[src/rtl/gate_align_buffer.sv]
// gate_align_buffer: DEPTH-entry alignment FIFO holding LANES gate values
// per entry between the sigmoid stage and the h_t = o_t * tanh(c_t) multiplier.
//
// Ports:
//   clk, rst_n       clock, asynchronous active-low reset
//   flush            synchronous clear of pointers and count (data kept)
//   wr_valid/wr_data push request and LANES*DW gate values
//   rd_req           pop request from the tanh(c_t) stage
//   rd_data/rd_valid registered popped entry and its one-cycle strobe
//   count/full/empty occupancy derived from the registered count
//   ovf_err/udf_err  sticky dropped-push / empty-pop flags
//   err_clr          clears both sticky flags
module gate_align_buffer #(
    parameter int DW    = 16,
    parameter int LANES = 1,
    parameter int DEPTH = 4
) (
    input  logic                  clk,
    input  logic                  rst_n,
    input  logic                  flush,
    input  logic                  wr_valid,
    input  logic [LANES*DW-1:0]   wr_data,
    input  logic                  rd_req,
    output logic [LANES*DW-1:0]   rd_data,
    output logic                  rd_valid,
    output logic [$clog2(DEPTH):0] count,
    output logic                  full,
    output logic                  empty,
    output logic                  ovf_err,
    output logic                  udf_err,
    input  logic                  err_clr
);

    localparam int AW = $clog2(DEPTH);
    localparam logic [AW:0] FULL_CNT = (AW+1)'(DEPTH);

    logic [LANES*DW-1:0] r_mem [DEPTH];
    logic [AW-1:0]       r_wp;
    logic [AW-1:0]       r_rp;
    logic [AW:0]         r_count;
    logic [LANES*DW-1:0] r_rd_data;
    logic                r_rd_valid;
    logic                r_ovf;
    logic                r_udf;

    logic w_full;
    logic w_empty;
    logic w_push;
    logic w_pop;
    logic w_ovf_set;
    logic w_udf_set;

    assign w_full  = (r_count == FULL_CNT);
    assign w_empty = (r_count == '0);

    // Pop is decided on the pre-edge occupancy, so an empty buffer never
    // forwards the entry being written in the same cycle.
    assign w_push    = !flush && wr_valid && (!w_full || rd_req);
    assign w_pop     = !flush && rd_req && !w_empty;
    assign w_ovf_set = !flush && wr_valid && w_full && !rd_req;
    assign w_udf_set = !flush && rd_req && w_empty;

    always_ff @(posedge clk) begin
        if (w_push) begin
            r_mem[r_wp] <= wr_data;
        end
    end

    always_ff @(posedge clk or negedge rst_n) begin
        if (!rst_n) begin
            r_wp       <= '0;
            r_rp       <= '0;
            r_count    <= '0;
            r_rd_data  <= '0;
            r_rd_valid <= 1'b0;
        end else if (flush) begin
            r_wp       <= '0;
            r_rp       <= '0;
            r_count    <= '0;
            r_rd_valid <= 1'b0;
        end else begin
            r_rd_valid <= w_pop;
            if (w_push) begin
                r_wp <= r_wp + AW'(1);
            end
            if (w_pop) begin
                r_rp      <= r_rp + AW'(1);
                r_rd_data <= r_mem[r_rp];
            end
            unique case ({w_push, w_pop})
                2'b10:   r_count <= r_count + (AW+1)'(1);
                2'b01:   r_count <= r_count - (AW+1)'(1);
                default: r_count <= r_count;
            endcase
        end
    end

    // A new error in the same cycle as err_clr keeps the flag set.
    always_ff @(posedge clk or negedge rst_n) begin
        if (!rst_n) begin
            r_ovf <= 1'b0;
            r_udf <= 1'b0;
        end else begin
            r_ovf <= (r_ovf && !err_clr) || w_ovf_set;
            r_udf <= (r_udf && !err_clr) || w_udf_set;
        end
    end

    assign rd_data  = r_rd_data;
    assign rd_valid = r_rd_valid;
    assign count    = r_count;
    assign full     = w_full;
    assign empty    = w_empty;
    assign ovf_err  = r_ovf;
    assign udf_err  = r_udf;

endmodule

[config.mk]
export PLATFORM = sky130hd
export DESIGN_NAME = gate_align_buffer
export DESIGN_NICKNAME = d
export VERILOG_FILES = /design/src/rtl/gate_align_buffer.sv
export SDC_FILE = /design/constraint.sdc
export NUM_CORES = 1
export LEC_CHECK = 0
export BUFFER_PORTS_ARGS = -buffer_cell sky130_fd_sc_hd__buf_2
export CAP_MARGIN = 20
export CORE_ASPECT_RATIO = 0.75
export CORE_MARGIN = 2
export CORE_UTILIZATION = 51
export CTS_BUF_LIST = sky130_fd_sc_hd__clkbuf_8 sky130_fd_sc_hd__clkbuf_16
export CTS_CLUSTER_DIAMETER = 60
export CTS_CLUSTER_SIZE = 14
export DETAILED_ROUTE_END_ITERATION = 10
export PLACE_DENSITY = 0.81
export SYNTH_ARGS = -nofsm -noshare
export SYNTH_HDL_FRONTEND = slang
export SYNTH_SLANG_ARGS = --single-unit
[constraint.sdc]
create_clock -name clk -period 2 [get_ports clk]
set_input_delay 0.4 -clock clk [delete_from_list [all_inputs] [get_ports clk]]
set_output_delay 0.4 -clock clk [all_outputs]
set_load 0.1 [all_outputs]
======== Word-level counts from Yosys, hierarchy flattened ========
Memories as Yosys holds them, arrays and structs flattened. A register that Yosys moved wholly into a read port is not among the register bits.
Cells that the tools add are included.
cells by class
  $add $sub $neg .......................... 4
  equal/unequal tests ..................... 3
  muxes and demuxes ....................... 9
  bitwise operators ....................... 1
  reduce and logical (&&, ||, !) cells .... 23
operators by type and width
  operator                                              count
  logical AND 1 bit                                     9
  two-way mux 2 bit                                     4
  logical NOT 1 bit                                     6
  case mux 3 bit (2 select lines)                       1
  adder 2 x 1 -> 2 bit (second input constant)          2
  nonzero test 2 bit                                    2
  adder 3 x 1 -> 3 bit (second input constant)          1
  equality test 3 bit (second input constant)           1
  logical NOT 3 bit                                     1
  logical OR 1 bit                                      3
  two-way mux 1 bit                                     3
  two-way mux 3 bit                                     1
  nonzero test 3 bit                                    1
  subtractor 3 x 1 -> 3 bit (second input constant)     1
  equality test 2 x 1 -> 1 bit (second input constant)  1
  equality test 2 bit (second input constant)           1
  AND reduction 2 bit                                   1
  NOT 1 bit                                             1
storage, ports and cells
  register bits ........................... 10
  bits in writable memories ............... 64
  output and inout bits ................... 24
  memories kept ........................... 1
memory list
  memory  depth  bits a word  read ports  clocked after memory_dff  wr ports  line  text
  r_mem   4      16           1           1                         1         37    logic [LANES*DW-1:0] r_mem [DEPTH];

======== Logic depth before layout (Yosys ltp) ========
  depth after elaboration ................. 7
  gate-level depth with buffers ........... 9

======== Worst setup path after synthesis ========
No wires, ideal clock.
  path kind ............................... reg2reg
  from .................................... reg r_count[2], in the netlist count[2]
  to ...................................... reg r_count[2], in the netlist count[2]
  arrival time ............................ 2.574 ns
  data required time ...................... 1.923 ns
  setup slack ............................. -0.651 ns
  stages on the path, launching flop included .. 8
  buffers on the path ..................... 0
  clock period less this slack ............ 2.651 ns
  path through ............................ dfrtp_1 > or3_4 > inv_6 > nor3_1 > fa_1 > nor4_1 > o21ai_0 > a21oi_1
on the way
  elaborated cells on any way between the ends .. 14
RTL lines
  what                                                                 line  text
  from (decl)                                                          40    logic [AW:0] r_count;
  from (signal assigned)                                               91    2'b10: r_count <= r_count + (AW+1)'(1);
  from (signal assigned)                                               92    2'b01: r_count <= r_count - (AW+1)'(1);
  from (signal assigned)                                               93    default: r_count <= r_count;
  logical NOT 3 bit (*)                                                54    assign w_empty = (r_count == '0);
  via empty                                                            28    output logic empty,
  logical NOT 1 bit (*)                                                59    assign w_pop = !flush && rd_req && !w_empty;
  logical AND 1 bit (*)                                                59
  equality test 2 x 1 -> 1 bit or equality test 2 bit (tied branches)  90    unique case ({w_push, w_pop})
  case mux 3 bit (2 select lines)                                      90
  two-way mux 3 bit                                                    76    end else if (flush) begin
The timed path passes the listed nets; every way through them passes the cells marked *.
A chain may end at the register's enable or synchronous reset.

======== Worst setup path in the final report ========
  from .................................... reg r_count[2], in the netlist count[2]
  to ...................................... reg r_count[2], in the netlist count[2]
on the way
  cells in the longest elaborated chain, start to end .. 7
  elaborated cells on any way between the ends .. 14
RTL lines
  what                                                                 line  text
  equality test 3 bit                                                  53    assign w_full = (r_count == FULL_CNT);
  logical NOT 1 bit                                                    58    assign w_push = !flush && wr_valid && (!w_full || rd_req);
  logical OR 1 bit                                                     58
  logical AND 1 bit                                                    58
  equality test 2 x 1 -> 1 bit or equality test 2 bit (tied branches)  90
  case mux 3 bit (2 select lines)                                      90
  two-way mux 3 bit                                                    76
Several ways; a longest one is shown, not always the timed one.

==> metrics.md <==
| Metric | Value |
|---|---|
| Die ar. | `around 7700 um^2` |
| Dominant synthesized flop cell | `edfxtp_1` |
| Slew @ Worst Pin | `0.806 ns` |
| Initial drt markers | `53` |
| Flop pwr share | `36.9%` |
| Core Area | `roughly 6800 um^2` |
| Failing checks | `negative setup slack` |
| Latest clock arrival within the worst-skew pair | `0.36 ns` |
| Critical Path AT | `2.30 ns` |
| P_leak | `1.64 nW` |
| DR pass1 iterations | `4` |
| Netlist cell types | `35` |
| CP required | `2.25 ns` |
| Port buffer count | `45` |
| Vias in the first global route | `1883` |
| Fmax | `0.489 GHz` |
| Synthesized area per cell | `20.1 um^2` |
| I/O pin cnt | `46` |
| Max Cap Viol | `0` |
| Antenna violations before repair | `0` |
| Status | `finished, violations left` |
| Routability cong. | `between 0.8 and 0.9` |
| Yosys warns | `0` |
| Crit-path max FO | `4` |
| Worst-case clock buffer depth | `2` |
| Layout Skew | `between 0.006 and 0.007 ns` |
| Vias per cell | `5.24` |
| Final WS setup | `-0.0451 ns` |
| Row cnt | `26` |
| DRT Wirelength | `5.89 mm` |
| Worst setup SP type | `flop` |
| Post-DRT Antenna Nets | `0` |
| H-tree Lvls | `3` |
| Sw frac | `a little under half` |
| DRC Markers | `0` |
| Synth Net Count | `about 210` |
| RSZ-0062 raised after global routing | `true` |
| Nets | `around 270` |
| Synthesized area | `3580 um^2` |
| Gr usage total | `17.0%` |
| Final Hold Viols | `0` |
| Hold Path Class | `input pin to async pin` |
| Grt total ovfl | `0` |
| Hpwl dp | `4.00 mm` |
| Area Growth Syn to Fin | `20.0%` |
| Initial Utilization | `52.7%` |
| Dpl cell area | `slightly above 4000 um^2` |
| Avg WL per Cell | `17.6 um` |
| CTS sink count | `90` |
| Total Power | `roughly 6.6 mW` |
| Vias | `roughly 1.8k` |
| Hold WS | `0.0463 ns` |
| Final Max Tran Viols | `0` |
| Sequential-to-total area share from yosys stat | `71.8%` |
| CTS tree | `built` |
| Final setup viols | `1` |
| Layout cells sized above 1 | `53.0%` |
| Die X | `101 um` |
| Num CTS Buffers | `9` |
| Peak VDD IR | `1.10 mV` |
| Slew margin rel. | `46.3%` |
| Clock power share | `16.1%` |
| # hold bufs at CTS | `0` |
| Class of the most critical setup path | `flop to flop` |
| Mapped Cells | `178` |
| Ys async rst share | `between 20 and 30%` |
| Number of flops mapped to enable cells by yosys | `64` |
| Pin count of the biggest net entering global routing | `27` |
| Net switching power | `3.00 mW` |
| Synth Register Bits | `90` |
| Worst Setup End Kind | `flop` |
| Final std cell area, no fill | `between 4000 and 5000 um^2` |
| Final worst-path cycle share | `102%` |
| Power Internal | `3.63 mW` |
| First-pass GRT wire length | `9.60 mm` |
| Logic pwr share | `a little under half` |
| Tmin final | `2.05 ns` |
| Pwr/cell area | `1540 nW/um^2` |
| Reg clk slew, reported paths | `0.08 ns` |
| Clock root buffer | `clkbuf_8` |
| Die height | `76.6 um` |
| Finished Core Util | `63.2%` |
| # diodes | `0` |
==> Yosys cell counts (2+ instances only) <==
cell	number	area [um^2]
nor2_1	6	22.5
nand2_1	3	11.3
mux2_2	8	90.1
buf_2	2	10.0
inv_1	5	18.8
mux2_4	10	150
dfrtp_1	26	651
nand2b_1	2	12.5
buf_4	2	15.0
and2_1	6	37.5
edfxtp_1	64	1920
nor3_1	2	10.0
mux4_2	16	360
ha_1	4	50.1
o31ai_1	2	15.0
==> critical path: stages, from the launching register on <==
cell     delay, ns
dfrtp_4       0.48
or3_4         0.45
inv_12        0.08
nor3_4        0.04
fa_2          0.44
o31ai_2       0.22
a21o_1        0.17
a21oi_2       0.05
==> registers in the layout, indices dropped and copies added, names as in the netlist <==
register,flops
r_rp,2
rd_data,16
r_wp,2
ovf_err,1
udf_err,1
count,3
rd_valid,1
r_mem,64
==> logic make-up (layout without fill, tap and decap cells) <==
group / after synthesis / after routing / share of synthesized area (%)
compound gates: 8 / 8 / 1.92
flops: 90 / 90 / 71.8
xor+xnor: 3 / 3 / 0.943
simple gates: 25 / 25 / 4.44
mux: 35 / 35 / 17.0
buf+inv: 12 / 85 / 1.89
fa+ha+maj: 5 / 5 / 1.96
==> stage by stage <==
stage	cells	setup TNS [ns]	setup WS [ns]
floorplan	178	-0.393	-0.226
global placement	317	0	0.0474
detailed placement	317	0	0.0190
CTS	334	0	0.00682
global route	335	-0.0965	-0.0965
finish	335	-0.0451	-0.0451
==> area by class of cell <==
type,count,area (um^2)
inverter,6,35.0
multi-input combinational,76,995
clock buffer,9,124
timing repair buffer,63,415
tap,84,105
sequential,90,2580
clock inverter,7,45.0
fill,456,2500
==> placed cells by master (no fill, tap or decap), types with 2 or more instances in the layout <==
cell type and instances:
edfxtp_1 64, buf_2 43, dfrtp_1 23, mux4_2 16
buf_4 16, mux2_4 10, clkbuf_8 9, mux2_2 8
inv_1 6, and2_2 5, nor2_1 5, ha_1 4
buf_12 4, nand2b_1 2, nand2_1 2, inv_6 2
clkinvlp_4 2, dfrtp_4 2
==> power by group through the flow <==
stage          clock (mW)  combinational (mW)  sequential, mW
6_report             1.07                3.12            2.45
5_1_grt              1.17                3.25            2.48
4_1_cts              1.10                3.09            2.45
3_5_place_dp            0                3.06            2.48
3_3_place_gp            0                3.02            2.48
2_1_floorplan           0                1.02            3.92
==> per-layer routing <==
layer  up-vias  wire, um  global-route usage, %
li1        825         -                      -
met5         -         0                      0
met2        37      2930                   27.2
met4         0        78                   5.75
met1       886      2660                   22.2
met3         9       224                   5.23
==> repair_timing <==
action,4_1_cts,5_1_grt
endpoints found under the setup margin,2,1
gates resized for setup,2,5
setup buffers,1,1
pin swaps,3,8
==> worst paths after layout <==
path	slack (ns)	start	end	cells past startpoint
max	-0.05	count[2]$_DFFE_PN0P_	count[2]$_DFFE_PN0P_	7
min	0.05	rst_n	rd_data[15]$_DFFE_PN0P_	1
max reg2reg	-0.05	count[2]$_DFFE_PN0P_	count[2]$_DFFE_PN0P_	7
min reg2reg	0.51	rd_data[3]$_DFFE_PN0P_	rd_data[3]$_DFFE_PN0P_	1
max in group asynchronous	1.50	rst_n	count[2]$_DFFE_PN0P_	1
min in group clk	0.23	flush	count[2]$_DFFE_PN0P_	2
No activity file was read; power rests on OpenSTA's default activity.
